$ cat src/rtl/rx_iq_packer.sv
// RX I/Q pairing stage: frames I/Q sample pairs (or an internal ramp) into 32-bit
// words for the RX FIFO, with sticky drop/pairing-error status and saturating counters.
module rx_iq_packer #(
    parameter int SAMPLE_W = 13,
    parameter int CNT_W    = 16
) (
    input  logic                i_sys_clk,
    input  logic                i_rst,
    input  logic                i_enable,
    input  logic                i_test_mode,
    input  logic                i_iq_valid,
    input  logic                i_iq_is_i,
    input  logic [SAMPLE_W-1:0] i_iq_data,
    output logic                o_fifo_push,
    output logic [31:0]         o_fifo_data,
    input  logic                i_fifo_full,
    input  logic                i_clear_status,
    output logic                o_overflow,
    output logic                o_sync_error,
    output logic [CNT_W-1:0]    o_overflow_cnt,
    output logic [CNT_W-1:0]    o_sync_err_cnt,
    output logic                o_streaming
);

    typedef enum logic [1:0] {
        IDLE   = 2'd0,
        ARM    = 2'd1,
        STREAM = 2'd2
    } state_t;

    // Marker bits 31:30 and 15:14 let the host realign on the byte stream.
    function automatic logic [31:0] pack_word(input logic [SAMPLE_W-1:0] i_s,
                                              input logic [SAMPLE_W-1:0] q_s);
        return {2'b10, i_s, 1'b0, 2'b01, q_s, 1'b0};
    endfunction

    function automatic logic [CNT_W-1:0] sat_inc(input logic [CNT_W-1:0] c);
        return (c == {CNT_W{1'b1}}) ? c : c + CNT_W'(1);
    endfunction

    state_t              state_q, state_d;
    logic                pend_q, pend_d;
    logic [SAMPLE_W-1:0] pend_i_q, pend_i_d;
    logic [SAMPLE_W-1:0] ramp_q, ramp_d;
    logic                tm_q, tm_d;
    logic                push_q, push_d;
    logic [31:0]         data_q, data_d;
    logic                ovf_q, ovf_d;
    logic                sync_q, sync_d;
    logic [CNT_W-1:0]    ovf_cnt_q, ovf_cnt_d;
    logic [CNT_W-1:0]    sync_cnt_q, sync_cnt_d;
    logic                streaming_q, streaming_d;

    logic                pend_eff_s;
    logic                complete_s;
    logic                sync_hit_s;
    logic [31:0]         word_s;
    logic                drop_s;

    // Sample pairing, test-ramp substitution and FSM next state.
    always_comb begin
        state_d    = state_q;
        pend_d     = pend_q;
        pend_i_d   = pend_i_q;
        ramp_d     = ramp_q;
        tm_d       = i_test_mode;
        pend_eff_s = 1'b0;
        complete_s = 1'b0;
        sync_hit_s = 1'b0;
        word_s     = 32'h0000_0000;
        if (!i_enable) begin
            state_d = IDLE;
            pend_d  = 1'b0;
        end else begin
            case (state_q)
                IDLE: begin
                    state_d = ARM;
                    pend_d  = 1'b0;
                    ramp_d  = {SAMPLE_W{1'b0}};
                end
                ARM, STREAM: begin
                    // A test-mode toggle silently drops any half-formed pair.
                    pend_eff_s = pend_q & (i_test_mode == tm_q);
                    pend_d     = pend_eff_s;
                    if (!i_iq_valid) begin
                        pend_d = pend_eff_s;
                    end else if (i_test_mode) begin
                        if (i_iq_is_i) begin
                            complete_s = 1'b1;
                            word_s     = pack_word(ramp_q, ~ramp_q);
                            ramp_d     = ramp_q + SAMPLE_W'(1);
                            state_d    = STREAM;
                        end else begin
                            complete_s = 1'b0;
                        end
                    end else if (i_iq_is_i) begin
                        sync_hit_s = (state_q == STREAM) && pend_eff_s;
                        pend_d     = 1'b1;
                        pend_i_d   = i_iq_data;
                        state_d    = STREAM;
                    end else if (state_q == STREAM) begin
                        if (pend_eff_s) begin
                            complete_s = 1'b1;
                            word_s     = pack_word(pend_i_q, i_iq_data);
                            pend_d     = 1'b0;
                        end else begin
                            sync_hit_s = 1'b1;
                        end
                    end else begin
                        pend_d = 1'b0;
                    end
                end
                default: begin
                    state_d = IDLE;
                    pend_d  = 1'b0;
                end
            endcase
        end
    end

    // Push decision, held data word, sticky status and saturating counters.
    always_comb begin
        drop_s      = complete_s & i_fifo_full;
        push_d      = complete_s & ~i_fifo_full;
        data_d      = push_d ? word_s : data_q;
        streaming_d = (state_d == STREAM);
        if (i_clear_status) begin
            ovf_d      = 1'b0;
            sync_d     = 1'b0;
            ovf_cnt_d  = {CNT_W{1'b0}};
            sync_cnt_d = {CNT_W{1'b0}};
        end else begin
            ovf_d      = ovf_q | drop_s;
            sync_d     = sync_q | sync_hit_s;
            ovf_cnt_d  = drop_s ? sat_inc(ovf_cnt_q) : ovf_cnt_q;
            sync_cnt_d = sync_hit_s ? sat_inc(sync_cnt_q) : sync_cnt_q;
        end
    end

    // State and output registers.
    always_ff @(posedge i_sys_clk or posedge i_rst) begin
        if (i_rst) begin
            state_q     <= IDLE;
            pend_q      <= 1'b0;
            pend_i_q    <= {SAMPLE_W{1'b0}};
            ramp_q      <= {SAMPLE_W{1'b0}};
            tm_q        <= 1'b0;
            push_q      <= 1'b0;
            data_q      <= 32'h0000_0000;
            ovf_q       <= 1'b0;
            sync_q      <= 1'b0;
            ovf_cnt_q   <= {CNT_W{1'b0}};
            sync_cnt_q  <= {CNT_W{1'b0}};
            streaming_q <= 1'b0;
        end else begin
            state_q     <= state_d;
            pend_q      <= pend_d;
            pend_i_q    <= pend_i_d;
            ramp_q      <= ramp_d;
            tm_q        <= tm_d;
            push_q      <= push_d;
            data_q      <= data_d;
            ovf_q       <= ovf_d;
            sync_q      <= sync_d;
            ovf_cnt_q   <= ovf_cnt_d;
            sync_cnt_q  <= sync_cnt_d;
            streaming_q <= streaming_d;
        end
    end

    assign o_fifo_push    = push_q;
    assign o_fifo_data    = data_q;
    assign o_overflow     = ovf_q;
    assign o_sync_error   = sync_q;
    assign o_overflow_cnt = ovf_cnt_q;
    assign o_sync_err_cnt = sync_cnt_q;
    assign o_streaming    = streaming_q;

endmodule

$ cat config.mk
export PLATFORM = sky130hd
export DESIGN_NAME = rx_iq_packer
export DESIGN_NICKNAME = d
export VERILOG_FILES = /design/src/rtl/rx_iq_packer.sv
export SDC_FILE = /design/constraint.sdc
export NUM_CORES = 1
export LEC_CHECK = 0
export ABC_AREA = 1
export ABC_CLOCK_PERIOD_IN_PS = 5000
export CAP_MARGIN = 20
export CELL_PAD_IN_SITES_DETAIL_PLACEMENT = 1
export CELL_PAD_IN_SITES_GLOBAL_PLACEMENT = 2
export CORE_MARGIN = 1
export CORE_UTILIZATION = 33
export CTS_BUF_LIST = sky130_fd_sc_hd__clkbuf_8 sky130_fd_sc_hd__clkbuf_16
export DETAILED_ROUTE_END_ITERATION = 6
export GPL_TIMING_DRIVEN = 0
export PLACE_DENSITY_LB_ADDON = 0.1
export SYNTH_ARGS = -nofsm -noshare
export SYNTH_HDL_FRONTEND = slang
export SYNTH_SLANG_ARGS = --single-unit
$ cat constraint.sdc
create_clock -name i_sys_clk -period 5 [get_ports i_sys_clk]
set_input_delay 0.5 -clock i_sys_clk [delete_from_list [all_inputs] [get_ports i_sys_clk]]
set_output_delay 0.5 -clock i_sys_clk [all_outputs]
set_load 0.05 [all_outputs]
==> run metrics, run 1 <==
share of cells above drive strength 1 0.07152; antenna violations before repair 0; sequential share of the synthesized area 0.4467; Yosys cell types 39; width of the die 127.7 um; most common cell after layout, fill and taps aside nand2_1; Synth Instances 708; fin nets 833; maximum clock frequency 423.5 MHz; WHS 0.4814 ns; fillers 1883; CTS max path bufs 2; residual DRC count 0; setup slack, reg-to-reg 2.64 ns; Total GRT Usage 0.2063; final period demand of the worst path 2.361 ns; hold_buf cts 0; Hold Vio Cnt, Final 0; Post-synth ARST share 1.000; setup TNS 0 ns; Syn-to-layout area delta 27.43%; final count of negative-setup-slack endpoints 0; measured slew at the worst slew-check pin 0.6109 ns; Cell Rows 45; CTS tree yes; Compound-Gate Fraction of Synth Area 0.07205; number of synthesized flops with an enable pin 0; Max Cap Viol 0; vias in the first global route 5085; TritonCTS buffer count 9; commonest cells after routing, fill and taps aside nand2_1 (231), dfrtp_1 (93), clkdlybuf4s50_1 (83); Setup CP Type register to register; DRT antenna net count 0; clock-pin slew on the worst setup and hold paths 0.07 ns; gr ovfl total 0; P_leak 3.039 nW; Avg WL per Cell 15.46 um; predominant post-synthesis flop cell dfrtp_1; CP max FO 10; post-synthesis mux area share 0; die area 16290 sq um; IO Count 89; DRT Wirelength 15.80 mm; Vias 4986; Starting Density 0.3402; Cell Area, Synth 5210 sq um; Worst slew margin 0.5896; Adder-Cell Fraction of Synth Area 0.01441; syn avg cell area 7.359 sq um; Clock Sinks 93; Synth Area in XOR/XNOR 0.02185; status finished, final reports clean; cts repair resizes 0; Ys Warns 0; Core Area 15310 sq um; Synth Area in Simple Gates 0.3588; first-pass GRT wire length 26.28 mm; diode count 0; Worst setup EP type register; WP data arrival 2.55 ns; Iter 0 DRT Violations 199; first-pass iteration count of the detailed router 4; Power Dens Cells 268.6 nW/um^2; Setup Fix Bufs, Post-CTS 0; Chip Height 127.7 um; data required time at the worst endpoint 5.18 ns; H-tree lvl count 3; Worst-Skew Late Latency 0.35 ns; Final HPWL DP 11.81 mm; port bufs 83; main combinational cell family by area after synthesis simple AND/OR/NAND/NOR gates; routed vias/inst 4.879; fin crit share 0.4722; #FFs+latches synth 93; RSZ-0062 raised after global routing no; Hold/Removal Path Class register to register; Clock Root Buffer clkbuf_16; CP startpoint kind register; max-slew violation count 0; peak supply drop 0.0002125 V; largest net degree at the start of global routing 66; gpl congestion 0.8248; Fin Clk Skew 0.007789 ns
worst max-delay path: stages, from the launching register on:
cell	delay (ns)
dfrtp_1	0.37
inv_1	0.08
ha_1	0.29
buf_4	0.18
nand2_1	0.13
inv_1	0.13
nand3_1	0.34
clkbuf_1	0.47
o21ai_0	0.20
routing by layer:
layer,vias up,part of all wire,track usage
met5,-,0,0
met1,2422,0.51,0.3042
li1,2467,-,-
met3,14,0.025,0.02379
met2,83,0.45,0.3179
met4,0,0.013,0.06021
cells in the mapped netlist (2+ instances only):
cell	n	share of area
nand2_1	231	0.17
dfrtp_1	93	0.45
nand3_1	75	0.072
inv_1	69	0.050
nor2_1	68	0.049
o21ai_0	34	0.033
o22ai_1	25	0.030
nand4_1	15	0.018
nor3_1	12	0.012
xor2_1	11	0.018
buf_2	9	0.0086
buf_4	7	0.010
clkbuf_1	7	0.0050
ha_1	6	0.014
a21oi_1	5	0.0048
nand2_2	5	0.0060
buf_6	3	0.0065
inv_2	3	0.0022
nand3b_1	3	0.0043
or2_2	3	0.0036
buf_1	2	0.0014
nand2_4	2	0.0043
nor2_2	2	0.0024
o21ai_1	2	0.0019
xnor2_1	2	0.0034
stage by stage:
stage                     total power, W    util  instance area (sq um)  worst slack [ns]  instances
after floorplan                 0.001005       -                   5221             2.080        711
after global placement          0.001092  0.4124                   6316            0.2917       1005
after detailed placement        0.001103  0.4144                   6346             2.466       1006
after CTS                       0.001808  0.4335                   6639             2.642       1022
after global routing            0.001864  0.4335                   6639             2.435       1022
final                           0.001783  0.4335                   6639             2.639       1022
where the power goes:
part           switching [W]  internal [W]  total, W
Sequential         0.0000311      0.000795  0.000826
Combinational       0.000171     0.0000868  0.000258
Clock               0.000314      0.000386  0.000699
sequential cells by signal (all words and copies together) (netlist names):
name,flops
o_fifo_data,27
o_overflow_cnt,16
o_sync_err_cnt,16
pend_i_q,13
ramp_q,13
state_q,2
o_fifo_push,1
o_overflow,1
o_streaming,1
o_sync_error,1
pend_q,1
tm_q,1
worst paths after layout:
| check | start | to | cells after the start |
|---|---|---|---|
| setup / recovery | state_q[0] | pend_q | 8 |
| hold / removal | o_fifo_data[21] | o_fifo_data[21] | 2 |
| setup reg to reg | state_q[0] | pend_q | 8 |
| hold reg to reg | o_fifo_data[21] | o_fifo_data[21] | 2 |
| max in group asynchronous | i_rst | o_overflow_cnt[3] | 3 |
| min in group asynchronous | i_rst | o_sync_error | 2 |
final cells by class:
cell class	instances	area, sq um	share of cell area
inverter	74	282.8	0.04259
multi-input combinational	516	2449	0.3688
clock inverter	7	67.56	0.01018
sequential	93	2327	0.3505
timing repair buffer	84	858.3	0.1293
buffer	28	165.2	0.02488
tap	211	264.0	0.03977
clock buffer	9	225.2	0.03392
cells by family (layout without fill, tap and decap cells):
family | count (synthesis) | after routing
AO/OA/AOI/OAI | 68 | 68
XOR/XNOR | 13 | 13
adder cells (fa/ha/maj) | 6 | 6
buffers and inverters | 102 | 202
flip-flops | 93 | 93
other | 1 | 4
AND/OR/NAND/NOR | 425 | 425
Power figures use the tool's default switching activity.
==> inputs of run 2 (changes only) <==
--- a/config.mk
+++ b/config.mk
@@ -6,12 +6,12 @@
 export NUM_CORES = 1
 export LEC_CHECK = 0
 export ABC_AREA = 1
-export ABC_CLOCK_PERIOD_IN_PS = 5000
+export ABC_CLOCK_PERIOD_IN_PS = 1950
 export CAP_MARGIN = 20
 export CELL_PAD_IN_SITES_DETAIL_PLACEMENT = 1
 export CELL_PAD_IN_SITES_GLOBAL_PLACEMENT = 2
 export CORE_MARGIN = 1
-export CORE_UTILIZATION = 33
+export CORE_UTILIZATION = 27
 export CTS_BUF_LIST = sky130_fd_sc_hd__clkbuf_8 sky130_fd_sc_hd__clkbuf_16
 export DETAILED_ROUTE_END_ITERATION = 6
 export GPL_TIMING_DRIVEN = 0
==> constraint.sdc (replaced) <==
create_clock -name i_sys_clk -period 1.95 [get_ports i_sys_clk]
set_input_delay 0.195 -clock i_sys_clk [delete_from_list [all_inputs] [get_ports i_sys_clk]]
set_output_delay 0.195 -clock i_sys_clk [all_outputs]
set_load 0.05 [all_outputs]
==> run 2 against run 1 <==
Net effect: first-iteration DRC count increased by 5.5%; largest power group unchanged; sequential share of layout area decreased by 1.9 points; register-to-register slack got worse by 2.5 ns; critical endpoint is now o_sync_err_cnt[0]; setup slack got worse by 2.6 ns; global-route usage decreased by 2.6 points; critical path type is now register to output port.
==> run metrics, run 2 (synthesized netlist as in run 1, its figures left out) <==
max reg flops 27 (unchanged); Power Dens Cells 685.2 nW/um^2 (+160%); Core Area 18830 sq um (+23%); Starting Density 0.2767 (-0.06352); vias in the first global route 5159 (+1.5%); share of cells above drive strength 1 0.1214 (+0.04988); CP max FO 6 (-4); Hold/Removal Path Class input pin to async pin; CP max-delay cell clkdlybuf4s50_1; Max Cap Viol 0 (unchanged); final count of negative-setup-slack endpoints 0 (unchanged); Comb pwr share 0.152 (+0.007); Fin Clk Skew 0.006670 ns (-0.001119 ns); first-pass iteration count of the detailed router 4 (unchanged); DRT antenna net count 0 (unchanged); clock-pin slew on the worst setup and hold paths 0.07 ns (about the same); measured slew at the worst slew-check pin 0.6092 ns (-0.001697 ns); CTS tree yes; IO Count 89 (unchanged); Clock Sinks 93 (unchanged); residual DRC count 0 (unchanged); final period demand of the worst path 1.906 ns; Cell Rows 50 (+11%); Sw Share 0.2817 (-0.007403); max-slew violation count 0 (unchanged); Syn-to-layout area delta 35.06%; Clock Root Buffer clkbuf_16; Iter 0 DRT Violations 210 (+5.5%); die area 19860 sq um (+22%); WP data arrival 1.71 ns (-0.84 ns); port bufs 83 (unchanged); Vias 5065 (+1.6%); CTS max path bufs 2 (unchanged); CP startpoint kind register; Placed Cells incl. Taps 1057 (+5.1%); Chip Height 140.9 um (+10%); DRT Wirelength 17.15 mm (+8.5%); Worst slew margin 0.5908 (+0.001140); fillers 2268 (+20%); largest net degree at the start of global routing 32 (-52%); antenna violations before repair 0 (unchanged); Hold Vio Cnt, Final 0 (unchanged); Setup CP Type register to output port; Net Sw Power 0.001358 W (+160%); WHS 0.1353 ns (-0.3461 ns); fin crit share 0.9772; Final HPWL DP 12.75 mm (+8.0%); Worst-Skew Late Latency 0.36 ns (about the same); most common cell after layout, fill and taps aside nand2_1; Pint 0.003463 W (+170%); post-layout util 0.3737 (-0.05981); gr ovfl total 0 (unchanged); area of the multi-input gates 2536 sq um (+3.6%); data required time at the worst endpoint 1.75 ns (-3.43 ns); gpl congestion 0.8032 (-2.6%); routed vias/inst 4.638 (-4.9%); CP peak stage delay 0.81 ns (+0.34 ns); setup TNS 0 ns (unchanged); sequential cell area 2332 sq um (+0.22%); Total GRT Usage 0.1805 (-0.02578); Finished Layout Cells 1092 (+6.8%); fin nets 854 (+2.5%); H-tree lvl count 3 (unchanged); maximum clock frequency 524.8 MHz; worst-path cell chain buf_4 > clkdlybuf4s50_1; peak supply drop 0.0003847 V (+81%); commonest cells after routing, fill and taps aside nand2_1 (229), dfrtp_1 (89), clkdlybuf4s50_1 (81); hold_buf cts 0 (unchanged); first-pass GRT wire length 27.95 mm (+6.4%); status finished, final reports clean; Avg WL per Cell 15.70 um (+1.6%); Worst setup EP type output port; TritonCTS buffer count 9 (unchanged); P_leak 3.207 nW (+5.5%); width of the die 140.9 um (+10%); diode count 0 (unchanged); sequential power share 0.440 (-0.023); Clock power frac 0.408 (+0.016)
-- run 2: power by group through the flow --
stage / clock network, W / registers (W) / logic [W]
2_1_floorplan: 0 / 0.00223 / 0.000351
3_3_place_gp: 0 / 0.00216 / 0.000660
3_5_place_dp: 0 / 0.00216 / 0.000684
4_1_cts: 0.00205 / 0.00212 / 0.000703
5_1_grt: 0.00211 / 0.00214 / 0.000814
6_report: 0.00197 / 0.00212 / 0.000735
-- run 2: what timing repair did --
item                                    4_1_cts  5_1_grt
resized for setup                            17       22
cloned                                        0        1
setup buffers                                 3       15
pin swaps                                     1        8
endpoints found under the setup margin       69       75
-- run 2: cell type report --
cell class	count	share of cell area
Buffer	28	0.02738
Clock buffer	10	0.03396
Clock inverter	6	0.01227
Inverter	74	0.04179
Multi-Input combinational cell	517	0.3604
Sequential cell	93	0.3314
Tap cell	260	0.04623
Timing Repair Buffer	104	0.1465
-- run 2: worst paths after layout --
| path | from | to | slack (ns) | depth (start not counted) |
|---|---|---|---|---|
| max | o_sync_err_cnt[0] | o_sync_err_cnt[0] | 0.04 | 2 |
| min | i_rst | o_overflow_cnt[4] | 0.14 | 2 |
| min in group i_sys_clk | i_clear_status | o_overflow_cnt[12] | 0.26 | 4 |
| max reg2reg | state_q[0] | o_fifo_data[23] | 0.09 | 10 |
| max in group asynchronous | i_rst | o_sync_err_cnt[0] | 1.10 | 4 |
| min reg2reg | o_fifo_data[28] | o_fifo_data[28] | 0.48 | 2 |
-- run 2: stage by stage --
step	power [W]	instance area, sq um	setup slack [ns]
2_1_floorplan	0.002580	5228	0.001887
3_3_place_gp	0.002815	6384	-0.7053
3_5_place_dp	0.002845	6444	-0.4552
4_1_cts	0.004872	6844	0.009714
5_1_grt	0.005058	7037	-0.02347
6_report	0.004821	7037	0.04438
-- run 2: metal layers --
layer / up-vias / global-route usage / wire length, um
met2: 87 / 0.2804 / 7636
met3: 14 / 0.02446 / 598
met1: 2454 / 0.2584 / 8691
met4: 0 / 0.05778 / 223
li1: 2510 / - / -
met5: - / 0 / 0
-- run 2: worst max-delay path: cells and delay by family, from the launching register on --
family / cells / cell delay (ns)
buffers and inverters: 2 / 0.96
DFF: 1 / 0.39
==> inputs of run 3 (changes only) <==
--- a/config.mk
+++ b/config.mk
@@ -6,7 +6,7 @@
 export NUM_CORES = 1
 export LEC_CHECK = 0
 export ABC_AREA = 1
-export ABC_CLOCK_PERIOD_IN_PS = 1950
+export ABC_CLOCK_PERIOD_IN_PS = 1700
 export CAP_MARGIN = 20
 export CELL_PAD_IN_SITES_DETAIL_PLACEMENT = 1
 export CELL_PAD_IN_SITES_GLOBAL_PLACEMENT = 2
@@ -16,6 +16,7 @@
 export DETAILED_ROUTE_END_ITERATION = 6
 export GPL_TIMING_DRIVEN = 0
 export PLACE_DENSITY_LB_ADDON = 0.1
+export SLEW_MARGIN = 10
 export SYNTH_ARGS = -nofsm -noshare
 export SYNTH_HDL_FRONTEND = slang
 export SYNTH_SLANG_ARGS = --single-unit
==> constraint.sdc (replaced) <==
create_clock -name i_sys_clk -period 1.7 [get_ports i_sys_clk]
set_input_delay 0.17 -clock i_sys_clk [delete_from_list [all_inputs] [get_ports i_sys_clk]]
set_output_delay 0.17 -clock i_sys_clk [all_outputs]
set_load 0.05 [all_outputs]
==> run 3 against run 2 <==
Net effect: critical path type is now register to register; combinational power is 44% higher; the flow now finishes with violations (negative setup slack); largest cell class unchanged; cell count increased by 4.0%; clock skew fell by 0.0011 ns; first-iteration DRC count is 11% higher; sequential share of layout area shrank 4.5 points; global-route usage grew 2.0 points; core utilization up 6.1 points; power grew 22%; sequential power grew 15%; via count rose by 5.5%; count of clock-buffer cells in the layout decreased by 1.
==> run metrics, run 3 (synthesized netlist as in run 1, its figures left out) <==
Clock Sinks 93 (unchanged); CP startpoint kind register; Cell Rows 50 (unchanged); share of cells above drive strength 1 0.3071 (+0.1857); CTS max path bufs 2 (unchanged); gpl congestion 0.7813 (-2.7%); Final HPWL DP 12.72 mm (-0.30%); setup slack, reg-to-reg -0.10 ns (-0.19 ns); diode count 0 (unchanged); Worst slew margin 0.6341 (+0.04328); P_leak 4.074 nW (+27%); antenna violations before repair 0 (unchanged); Worst-Skew Late Latency 0.35 ns (about the same); Max Cap Viol 0 (unchanged); clock-pin slew on the worst setup and hold paths 0.07 ns (about the same); WP data arrival 2.10 ns (+0.39 ns); final instance area 8194 sq um (+16%); hold_buf cts 0 (unchanged); post-layout util 0.4352 (+0.06146); measured slew at the worst slew-check pin 0.5489 ns (-0.06023 ns); Net Sw Power 0.001692 W (+25%); RSZ-0062 raised after global routing yes; routed vias/inst 4.702 (+1.4%); Vias 5342 (+5.5%); failing checks negative setup slack; WHS 0.07770 ns (-0.05757 ns); Worst setup EP type register; width of the die 140.9 um (unchanged); Clock Root Buffer clkbuf_16; Iter 0 DRT Violations 233 (+11%); Pint 0.004179 W (+21%); final period demand of the worst path 1.802 ns; Chip Height 140.9 um (unchanged); TritonCTS buffer count 9 (unchanged); Clock power frac 0.404 (-0.004); largest net degree at the start of global routing 36 (+13%); port bufs 83 (unchanged); fin nets 899 (+5.3%); Fin Clk Skew 0.005568 ns (-0.001102 ns); Power Dens Cells 716.5 nW/um^2 (+4.6%); sequential power share 0.415 (-0.025); max-slew violation count 0 (unchanged); Setup CP Type register to register; Syn-to-layout area delta 57.28%; Sw Share 0.2882 (+0.006487); Final WS setup -0.1024 ns (-0.1468 ns); gr ovfl total 0 (unchanged); fin crit share 1.060; Hold/Removal Path Class input pin to async pin; final count of negative-setup-slack endpoints 43 (+43); Comb pwr share 0.181 (+0.029); DRT antenna net count 0 (unchanged); Cell Area, Placed 6509 sq um (+1.0%); Hold Vio Cnt, Final 0 (unchanged); Worst R2R Path Depth 10 (unchanged); H-tree lvl count 3 (unchanged); status finished with violations; Avg WL per Cell 16.58 um (+5.6%); commonest cells after routing, fill and taps aside nand2_1 (170), dfrtp_1 (75), nor2_1 (63); Starting Density 0.2767 (unchanged); most common cell after layout, fill and taps aside nand2_1; Total GRT Usage 0.2004 (+0.01987); max reg flops 27 (unchanged); IO Count 89 (unchanged); first-pass GRT wire length 30.70 mm (+9.9%); residual DRC count 0 (unchanged); DP Worst Slack -0.7370 ns (-0.2818 ns); maximum clock frequency 554.8 MHz; data required time at the worst endpoint 1.99 ns (+0.24 ns); CP max FO 5 (-1); vias in the first global route 5468 (+6.0%); CTS tree yes; first-pass iteration count of the detailed router 4 (unchanged); die area 19860 sq um (unchanged); DRT Wirelength 18.84 mm (+9.8%); peak supply drop 0.0004865 V (+26%); Core Area 18830 sq um (unchanged); Final Power 0.005871 W (+22%)
-- run 3: changes by cell type in the layout (fill, tap and decap cells not counted), moves of 12 or more --
cell / delta
nand2_1: -59
nand3_2: +13
dfrtp_1: -14
clkdlybuf4s50_1: -61
dlygate4sd2_1: +54
buf_6: +12
nand3_1: -24
nand2_2: +46
dfrtp_2: +14
o21ai_0: -12
buf_4: +23
-- run 3: layer usage --
| layer | wire length (um) | global-route usage |
|---|---|---|
| met4 | 240 | 0.06007 |
| met3 | 425 | 0.02106 |
| met5 | 0 | 0 |
| met2 | 8876 | 0.3108 |
| met1 | 9293 | 0.2925 |
-- run 3: power by group through the flow --
stage | registers, W | logic (W) | clock network [W]
5_1_grt | 0.00246 | 0.00116 | 0.00253
3_3_place_gp | 0.00248 | 0.000770 | 0
3_5_place_dp | 0.00248 | 0.000807 | 0
6_report | 0.00244 | 0.00106 | 0.00237
2_1_floorplan | 0.00256 | 0.000415 | 0
4_1_cts | 0.00243 | 0.00101 | 0.00245
-- run 3: layout make-up --
type | count | area (sq um)
inverter | 74 | 306.5
sequential | 93 | 2350
fill | 2224 | 10640
timing repair inverter | 1 | 6.256
buffer | 26 | 240.2
timing repair buffer | 150 | 1490
clock buffer | 9 | 225.2
tap | 260 | 325.3
multi-input combinational | 517 | 3138
clock inverter | 6 | 112.6
-- run 3: worst paths after layout --
check                                      from           endpoint
max in group asynchronous                 i_rst  o_sync_err_cnt[6]
worst max-delay path                 state_q[1]     o_fifo_data[1]
worst max register to register       state_q[1]     o_fifo_data[1]
worst min-delay path                      i_rst    o_fifo_data[11]
min in group i_sys_clk              i_test_mode               tm_q
worst min register to register  o_fifo_data[21]    o_fifo_data[21]
-- run 3: worst max-delay path: stages, from the launching register on --
cell and delay, ns:
dfrtp_1 0.40, inv_2 0.06, ha_4 0.30, nand2_4 0.08
nor2_4 0.16, nand3b_4 0.18, buf_12 0.19, inv_12 0.08
buf_8 0.13, nand3_2 0.07, nand2_2 0.08
-- run 3: through the flow --
| stage | setup TNS (ns) | instances |
|---|---|---|
| 2_1_floorplan | 0 | 711 |
| 3_3_place_gp | -103.04 | 1054 |
| 3_5_place_dp | -34.75 | 1057 |
| 4_1_cts | -3.897 | 1122 |
| 5_1_grt | -8.118 | 1136 |
| 6_report | -2.795 | 1136 |
-- run 3: timing repair --
action,4_1_cts,5_1_grt
resized for setup,196,105
setup buffers,42,18
setup endpoints to repair,138,95
gates cloned,10,0
pin swaps,36,49
